### src/rtl/regfile_sb_if.sv
// Register-file bus: read ports, write port, issue (set) strobe and flush.
// The master drives addresses and strobes; the slave returns read data and busy flags.
interface regfile_sb_if #(
  parameter int CPU_WIDTH = 32,
  parameter int REG_QUAN  = 32,
  parameter int RD_PORTS  = 2
);
  localparam int AW = $clog2(REG_QUAN);

  logic [RD_PORTS*AW-1:0]        rd_addr;
  logic [RD_PORTS*CPU_WIDTH-1:0] rd_data;
  logic [RD_PORTS-1:0]           rd_busy;
  logic                          wr_en;
  logic [AW-1:0]                 wr_addr;
  logic [CPU_WIDTH-1:0]          wr_data;
  logic                          set_en;
  logic [AW-1:0]                 set_addr;
  logic                          flush;

  modport master (
    output rd_addr, wr_en, wr_addr, wr_data, set_en, set_addr, flush,
    input  rd_data, rd_busy
  );

  modport slave (
    input  rd_addr, wr_en, wr_addr, wr_data, set_en, set_addr, flush,
    output rd_data, rd_busy
  );
endinterface

### src/rtl/regfile_sb.sv
// Multi-port register file with per-register busy scoreboard.
// x0 is hardwired to zero and never busy; optional write-to-read forwarding.
module regfile_sb #(
  parameter int CPU_WIDTH = 32,
  parameter int REG_QUAN  = 32,
  parameter int RD_PORTS  = 2,
  parameter int BYPASS    = 1
) (
  input  logic        clk,
  input  logic        rstn,
  regfile_sb_if.slave bus
);
  localparam int AW = $clog2(REG_QUAN);

  logic [CPU_WIDTH-1:0] regs_q [REG_QUAN];
  logic [CPU_WIDTH-1:0] regs_d [REG_QUAN];
  logic [REG_QUAN-1:0]  busy_q;
  logic [REG_QUAN-1:0]  busy_d;
  logic                 wr_hit;
  logic                 set_hit;

  assign wr_hit  = bus.wr_en  && (bus.wr_addr  != '0);
  assign set_hit = bus.set_en && (bus.set_addr != '0);

  always_comb begin
    regs_d = regs_q;
    if (wr_hit) regs_d[bus.wr_addr] = bus.wr_data;
    regs_d[0] = '0;
  end

  // A newer producer (set) outranks the retiring write; flush outranks both.
  always_comb begin
    busy_d = busy_q;
    if (wr_hit)    busy_d[bus.wr_addr]  = 1'b0;
    if (set_hit)   busy_d[bus.set_addr] = 1'b1;
    if (bus.flush) busy_d = '0;
    busy_d[0] = 1'b0;
  end

  always_ff @(posedge clk or negedge rstn) begin
    if (!rstn) begin
      for (int r = 0; r < REG_QUAN; r++) regs_q[r] <= '0;
      busy_q <= '0;
    end else begin
      regs_q <= regs_d;
      busy_q <= busy_d;
    end
  end

  // Forwarding is gated by rstn so outputs stay zero while reset is held.
  for (genvar i = 0; i < RD_PORTS; i++) begin : g_rd
    logic [AW-1:0] ra;
    logic          fwd;

    assign ra  = bus.rd_addr[i*AW +: AW];
    assign fwd = (BYPASS != 0) && rstn && wr_hit && (bus.wr_addr == ra);

    assign bus.rd_data[i*CPU_WIDTH +: CPU_WIDTH] =
      (ra == '0) ? '0 : (fwd ? bus.wr_data : regs_q[ra]);
    assign bus.rd_busy[i] =
      (fwd && !(set_hit && (bus.set_addr == ra))) ? 1'b0 : busy_q[ra];
  end
endmodule

### src/flat_wrapper.sv
// flat-port wrapper written by rule: the top's interface ports become plain ports
module regfile_sb_flat 
#(
  parameter int CPU_WIDTH = 32,
  parameter int REG_QUAN  = 32,
  parameter int RD_PORTS  = 2,
  parameter int BYPASS    = 1
)
  (clk, rstn, bus_rd_addr, bus_wr_en, bus_wr_addr, bus_wr_data, bus_set_en, bus_set_addr, bus_flush, bus_rd_data, bus_rd_busy);
  regfile_sb_if #(.CPU_WIDTH(CPU_WIDTH), .REG_QUAN(REG_QUAN), .RD_PORTS(RD_PORTS)) bus_i ();
  input  logic clk;
  input  logic rstn;
  input wire logic [$bits(bus_i.rd_addr)-1:0] bus_rd_addr;
  input wire logic [$bits(bus_i.wr_en)-1:0] bus_wr_en;
  input wire logic [$bits(bus_i.wr_addr)-1:0] bus_wr_addr;
  input wire logic [$bits(bus_i.wr_data)-1:0] bus_wr_data;
  input wire logic [$bits(bus_i.set_en)-1:0] bus_set_en;
  input wire logic [$bits(bus_i.set_addr)-1:0] bus_set_addr;
  input wire logic [$bits(bus_i.flush)-1:0] bus_flush;
  output wire logic [$bits(bus_i.rd_data)-1:0] bus_rd_data;
  output wire logic [$bits(bus_i.rd_busy)-1:0] bus_rd_busy;
  assign bus_i.rd_addr = bus_rd_addr;
  assign bus_i.wr_en = bus_wr_en;
  assign bus_i.wr_addr = bus_wr_addr;
  assign bus_i.wr_data = bus_wr_data;
  assign bus_i.set_en = bus_set_en;
  assign bus_i.set_addr = bus_set_addr;
  assign bus_i.flush = bus_flush;
  assign bus_rd_data = bus_i.rd_data;
  assign bus_rd_busy = bus_i.rd_busy;
  regfile_sb #(.CPU_WIDTH(CPU_WIDTH), .REG_QUAN(REG_QUAN), .RD_PORTS(RD_PORTS), .BYPASS(BYPASS)) u_core (.clk(clk), .rstn(rstn), .bus(bus_i));
endmodule
### config.mk
export PLATFORM = sky130hd
export DESIGN_NAME = regfile_sb_flat
export DESIGN_NICKNAME = d
export VERILOG_FILES = /design/src/rtl/regfile_sb_if.sv /design/src/rtl/regfile_sb.sv /design/src/flat_wrapper.sv
export SDC_FILE = /design/constraint.sdc
export NUM_CORES = 2
export LEC_CHECK = 0
export CORE_MARGIN = 3
export CORE_UTILIZATION = 30
export DETAILED_ROUTE_END_ITERATION = 12
export PLACE_DENSITY = 0.52
export REMOVE_ABC_BUFFERS = 1
export SLEW_MARGIN = 20
export SYNTH_ARGS = -nofsm -noshare
export SYNTH_HDL_FRONTEND = slang
export SYNTH_SLANG_ARGS = --single-unit
### constraint.sdc
create_clock -name clk -period 3.44 [get_ports clk]
set_input_delay 0.688 -clock clk [delete_from_list [all_inputs] [get_ports clk]]
set_output_delay 0.688 -clock clk [all_outputs]
set_load 0.005 [all_outputs]
Word level (Yosys, flattened, before mapping)
Index checks and enable logic that the tools add are counted.

Register bits: 1023. Input port bits: 57. Output and inout port bits: 66.

$lt $le $gt $ge: 10. Eq/ne operators: 4. Mux-type cells: 26. Bitwise gates (word level): 6. Reductions and logical operators: 18.

Operator list (number): bitwise mux 1024 bit (1); 2-to-1 mux 32 bit (12); binary-select mux 32 bit (select 5 bit) (2); demux 32 bit (select 5 bit) (1); AND 32 bit (1); NOT 32 bit (1); bitwise OR 32 bit (1); less-than comparator 5 x 6 -> 1 bit (second input constant) (4); == test 5 bit (4); greater-or-equal comparator 6 bit (second input constant) (3); NOT 5 -> 6 bit (3); logical AND 1 bit (12); binary-select mux 1 bit (select 5 bit) (2); demux 1 bit (select 5 bit) (2); greater-or-equal comparator 5 x 1 -> 1 bit (second input constant) (2); zero test 5 bit (2); nonzero test 5 bit (2); less-than comparator 6 x 1 -> 1 bit (second input constant) (1); 2-to-1 mux 1 bit (6); zero test 1 bit (2).

Logic depth before layout (Yosys ltp)
Word-level depth: 10. Gate-level depth with buffers: 9. Gate-level depth less buffers: 5.

Least setup slack after synthesis
OpenSTA, ideal clock, no wires.

Path kind: in2out. From: input port bus_rd_addr[5]. To: output port bus_rd_data[42]. Data arrival time: 2.216 ns. Required time: 2.752 ns. Setup slack: 0.536 ns. Stages: 7. Path through: buf_4 -> buf_6 -> buf_6 -> buf_4 -> mux4_2 -> a211oi_1 -> o32ai_1.

Longest elaborated chain between the ends: 6. Elaborated cells between the ends (all ways): 9.

RTL lines: start, declared (RTL line flat_wrapper.sv:13) `input wire logic [$bits(bus_i.rd_addr)-1:0] bus_rd_addr;`; NOT 5 -> 6 bit (not written as such) (RTL line regfile_sb.sv:59) `(ra == '0) ? '0 : (fwd ? bus.wr_data : regs_q[ra]);`; binary-select mux 32 bit (select 5 bit) (RTL line regfile_sb.sv:59); 2-to-1 mux 32 bit (not written as such) (2 in a row) (RTL line regfile_sb.sv:59); 2-to-1 mux 32 bit (RTL line regfile_sb.sv:59); 2-to-1 mux 32 bit (*) (RTL line regfile_sb.sv:59); end, declared (RTL line flat_wrapper.sv:20) `output wire logic [$bits(bus_i.rd_data)-1:0] bus_rd_data;`.

Every way passes the cells marked *; elsewhere a longest branch is shown, timed or not. The select of a mux whose other input is x is not followed.

Worst setup path after layout
From: input port bus_rd_addr[6]. To: output port bus_rd_data[36].

Same word-level chain as after synthesis.

==> out/qor.yml <==
tns_ps: -9.83
detailed_place_hpwl_mm: 146
setup_violations: 2
period_needed_ps: 3450
synthArstFlopShare_pct: 100
outcome: "complete, but fails checks"
num_rows: 157
p_per_area_nw_per_um2: 520
start_util_pct: 30.4
fin_hold_ws_ps: 95.7
leakage_uw: 0.0312
clock_path_buffers: 3
root_buffer: "clkbuf_16"
grt_pass1_wl_mm: 326
synth_edf_count: 0
yosysSeqAreaShare_pct: 45.7
die_w_um: 438
ys_warn_count: 0
fin_ws_ps: -5.80
hold_viol: 0
cts_hold_buf: 0
cts_buffers: 112
firstDrtPassIters: 5
grt.total_usage_pct: 23.0
cts_max_level: 3
fin_nets: 5447
tightest_slew_ps: 990
grt_max_degree: 163
arrival_ps: 2760
max_freq_ghz: 0.290
ys_ff_latch: 1023
cp_max_fo: 13
place_area_um2: 64300
utilization_pct: 38.1
die_height_um: 438
grt_pass1_vias: 45200
wl_mm: 226
finClkSkew_ps: 0
synthCells: 4999
io_pins: 123
io_buffers: 122
clkTransAtPathRegs_ps: 60
drv_slew: 0
relSlewSlack_pct: 34.0
antenna_found_initial: 12
cts_tree: "done"
syn_area_per_cell_um2: 11.2
n_fill_cell: 17900
gp_congestion: 0.855
wl_per_cell_um: 28.5
syn_to_final_growth_pct: 25.4
vias_per_cell: 5.59
crit_type: "in2out"
ff_latch_area_um2: 25600
drc: 0
clock_latency_ps: 720
cp.required_ps: 2750
ir_worst_vdd_v: 0.000343
final_cell_area_um2: 70200
synth_flop_cell: "dfrtp_1"
failed_checks: "setup timing"
hold_class: "in2async"
multi_input_area_um2: 29000
cp-end-kind: "output port"
core_um2: 184000
drt_iter0_markers: 4399
mappedNetlistArea_um2: 56000
ant_nets: 0
layout-drive-gt1-share_pct: 35.8
pre_cts_ws_ps: -796
rsz0062_at_grt: "yes"
cap_violations: 0
cts.sinks: 1023
overflow: 0
period_share_pct: 100
vias: 44400
start_kind: "input pin"
synth_cell_type_count: 60
die-area_um2: 192000
==> area by class of cell <==
| type | instances | share of cell area, % |
|---|---|---|
| Multi-Input combinational cell | 3448 | 41.4 |
| Sequential cell | 1023 | 36.5 |
| Timing Repair Buffer | 771 | 12.3 |
| Clock buffer | 170 | 4.77 |
| Tap cell | 2464 | 4.39 |
| Clock inverter | 28 | 0.522 |
| Inverter | 34 | 0.182 |
| Antenna cell | 3 | 0.0107 |
==> synthesized netlist by cell type, types with 50 or more instances <==
cell type | count | area (µm²)
a22oi_1 | 236 | 1770
nor3_1 | 70 | 350
mux2i_1 | 416 | 4160
dfrtp_1 | 1023 | 25600
a211oi_1 | 67 | 503
nor2b_1 | 50 | 313
buf_2 | 138 | 691
nand3_1 | 99 | 495
o21ai_0 | 547 | 2740
clkbuf_1 | 290 | 1090
mux2_2 | 683 | 7690
mux4_2 | 181 | 4080
nand2_1 | 645 | 2420
==> final timing paths <==
kind                                       to  slack, ps          startpoint  depth (start not counted)
setup / recovery              bus_rd_data[36]         -6      bus_rd_addr[6]                         11
hold / removal             u_core.regs_q[350]        100                rstn                          2
setup reg to reg            u_core.busy_q[21]       2550   u_core.busy_q[21]                          3
hold reg to reg            u_core.regs_q[898]        500  u_core.regs_q[898]                          2
max in group asynchronous  u_core.regs_q[235]       1150                rstn                          4
min in group clk           u_core.regs_q[898]        500  u_core.regs_q[898]                          2
==> per-stage QoR <==
step	std cells	total power [µW]
2_1_floorplan	4505	20200
3_3_place_gp	7636	23700
3_5_place_dp	7636	23900
4_1_cts	7902	36600
5_1_grt	7940	38100
6_report	7941	36500
==> where the power goes <==
group	total [µW]	switching [µW]	leakage, µW	internal (µW)
clock network	12400	5170	0.00182	7250
logic	8090	3810	0.0162	4280
registers	16000	1740	0.0132	14300
total	36500	10700	0.0312	25800
==> worst max-delay path, stage by stage <==
cell           delay, ps
buf_16               140
buf_4                140
buf_12               160
buf_6                150
mux2_2               340
a22oi_1              180
nand2_1              100
a211oi_2             330
buf_4                170
o32ai_1               60
dlygate4sd2_1        270
==> metal layers <==
layer	vias up	GRT usage, %	share of wire [%]
met5	-	0	0.040
met4	14	8.61	3.8
met3	376	3.87	6.9
met2	1727	36.5	46
met1	23100	31.5	43
li1	19200	-	-
==> repair_timing <==
action / 4_1_cts / 5_1_grt
setup endpoints to repair: 66 / 51
setup buffers: 61 / 41
pin swaps: 57 / 52
hold endpoints to repair: 0 / 0
cloned: 9 / 3
resized for setup: 365 / 93
==> registers in the layout (all words and copies together), names as in the netlist <==
register and flops:
u_core.regs_q 992, u_core.busy_q 31
==> layout by cell type, fill, tap and decap left out, drive strengths merged, types with 3 or more instances in the layout <==
cell / count
or4: 5
nand2: 645
and3: 8
dfrtp: 1023
nor3: 71
o22ai: 31
mux2i: 416
bufbuf: 4
a31oi: 3
diode: 3
nand3: 99
mux2: 731
a22o: 33
a21oi: 74
a221oi: 32
nor4: 5
clkdlybuf4s50: 35
clkdlybuf4s15: 8
xnor2: 14
o32ai: 32
nand2b: 13
buf: 689
a211oi: 67
dlygate4sd2: 16
nor2b: 50
and2: 13
bufinv: 8
xor2: 6
clkinv: 15
o31ai: 3
nor2: 46
inv: 36
mux4: 181
clkbuf: 188
a22oi: 236
and4: 31
nor3b: 6
clkinvlp: 3
o21ai: 578
==> logic make-up (layout without fill, tap and decap cells) <==
kind of cell | count (synthesis) | in the layout | share of synthesized area, %
AOI/OAI and AO/OA | 1099 | 1099 | 12.2
xor gates and xnor gates | 20 | 20 | 0.313
buffers and inverters | 528 | 1003 | 4.29
DFF | 1023 | 1023 | 45.7
muxes | 1328 | 1328 | 29.4
other | 0 | 3 | 0
and+or+nand+nor | 1001 | 1001 | 8.05
Note: power is estimated with default switching activity, not from simulation.
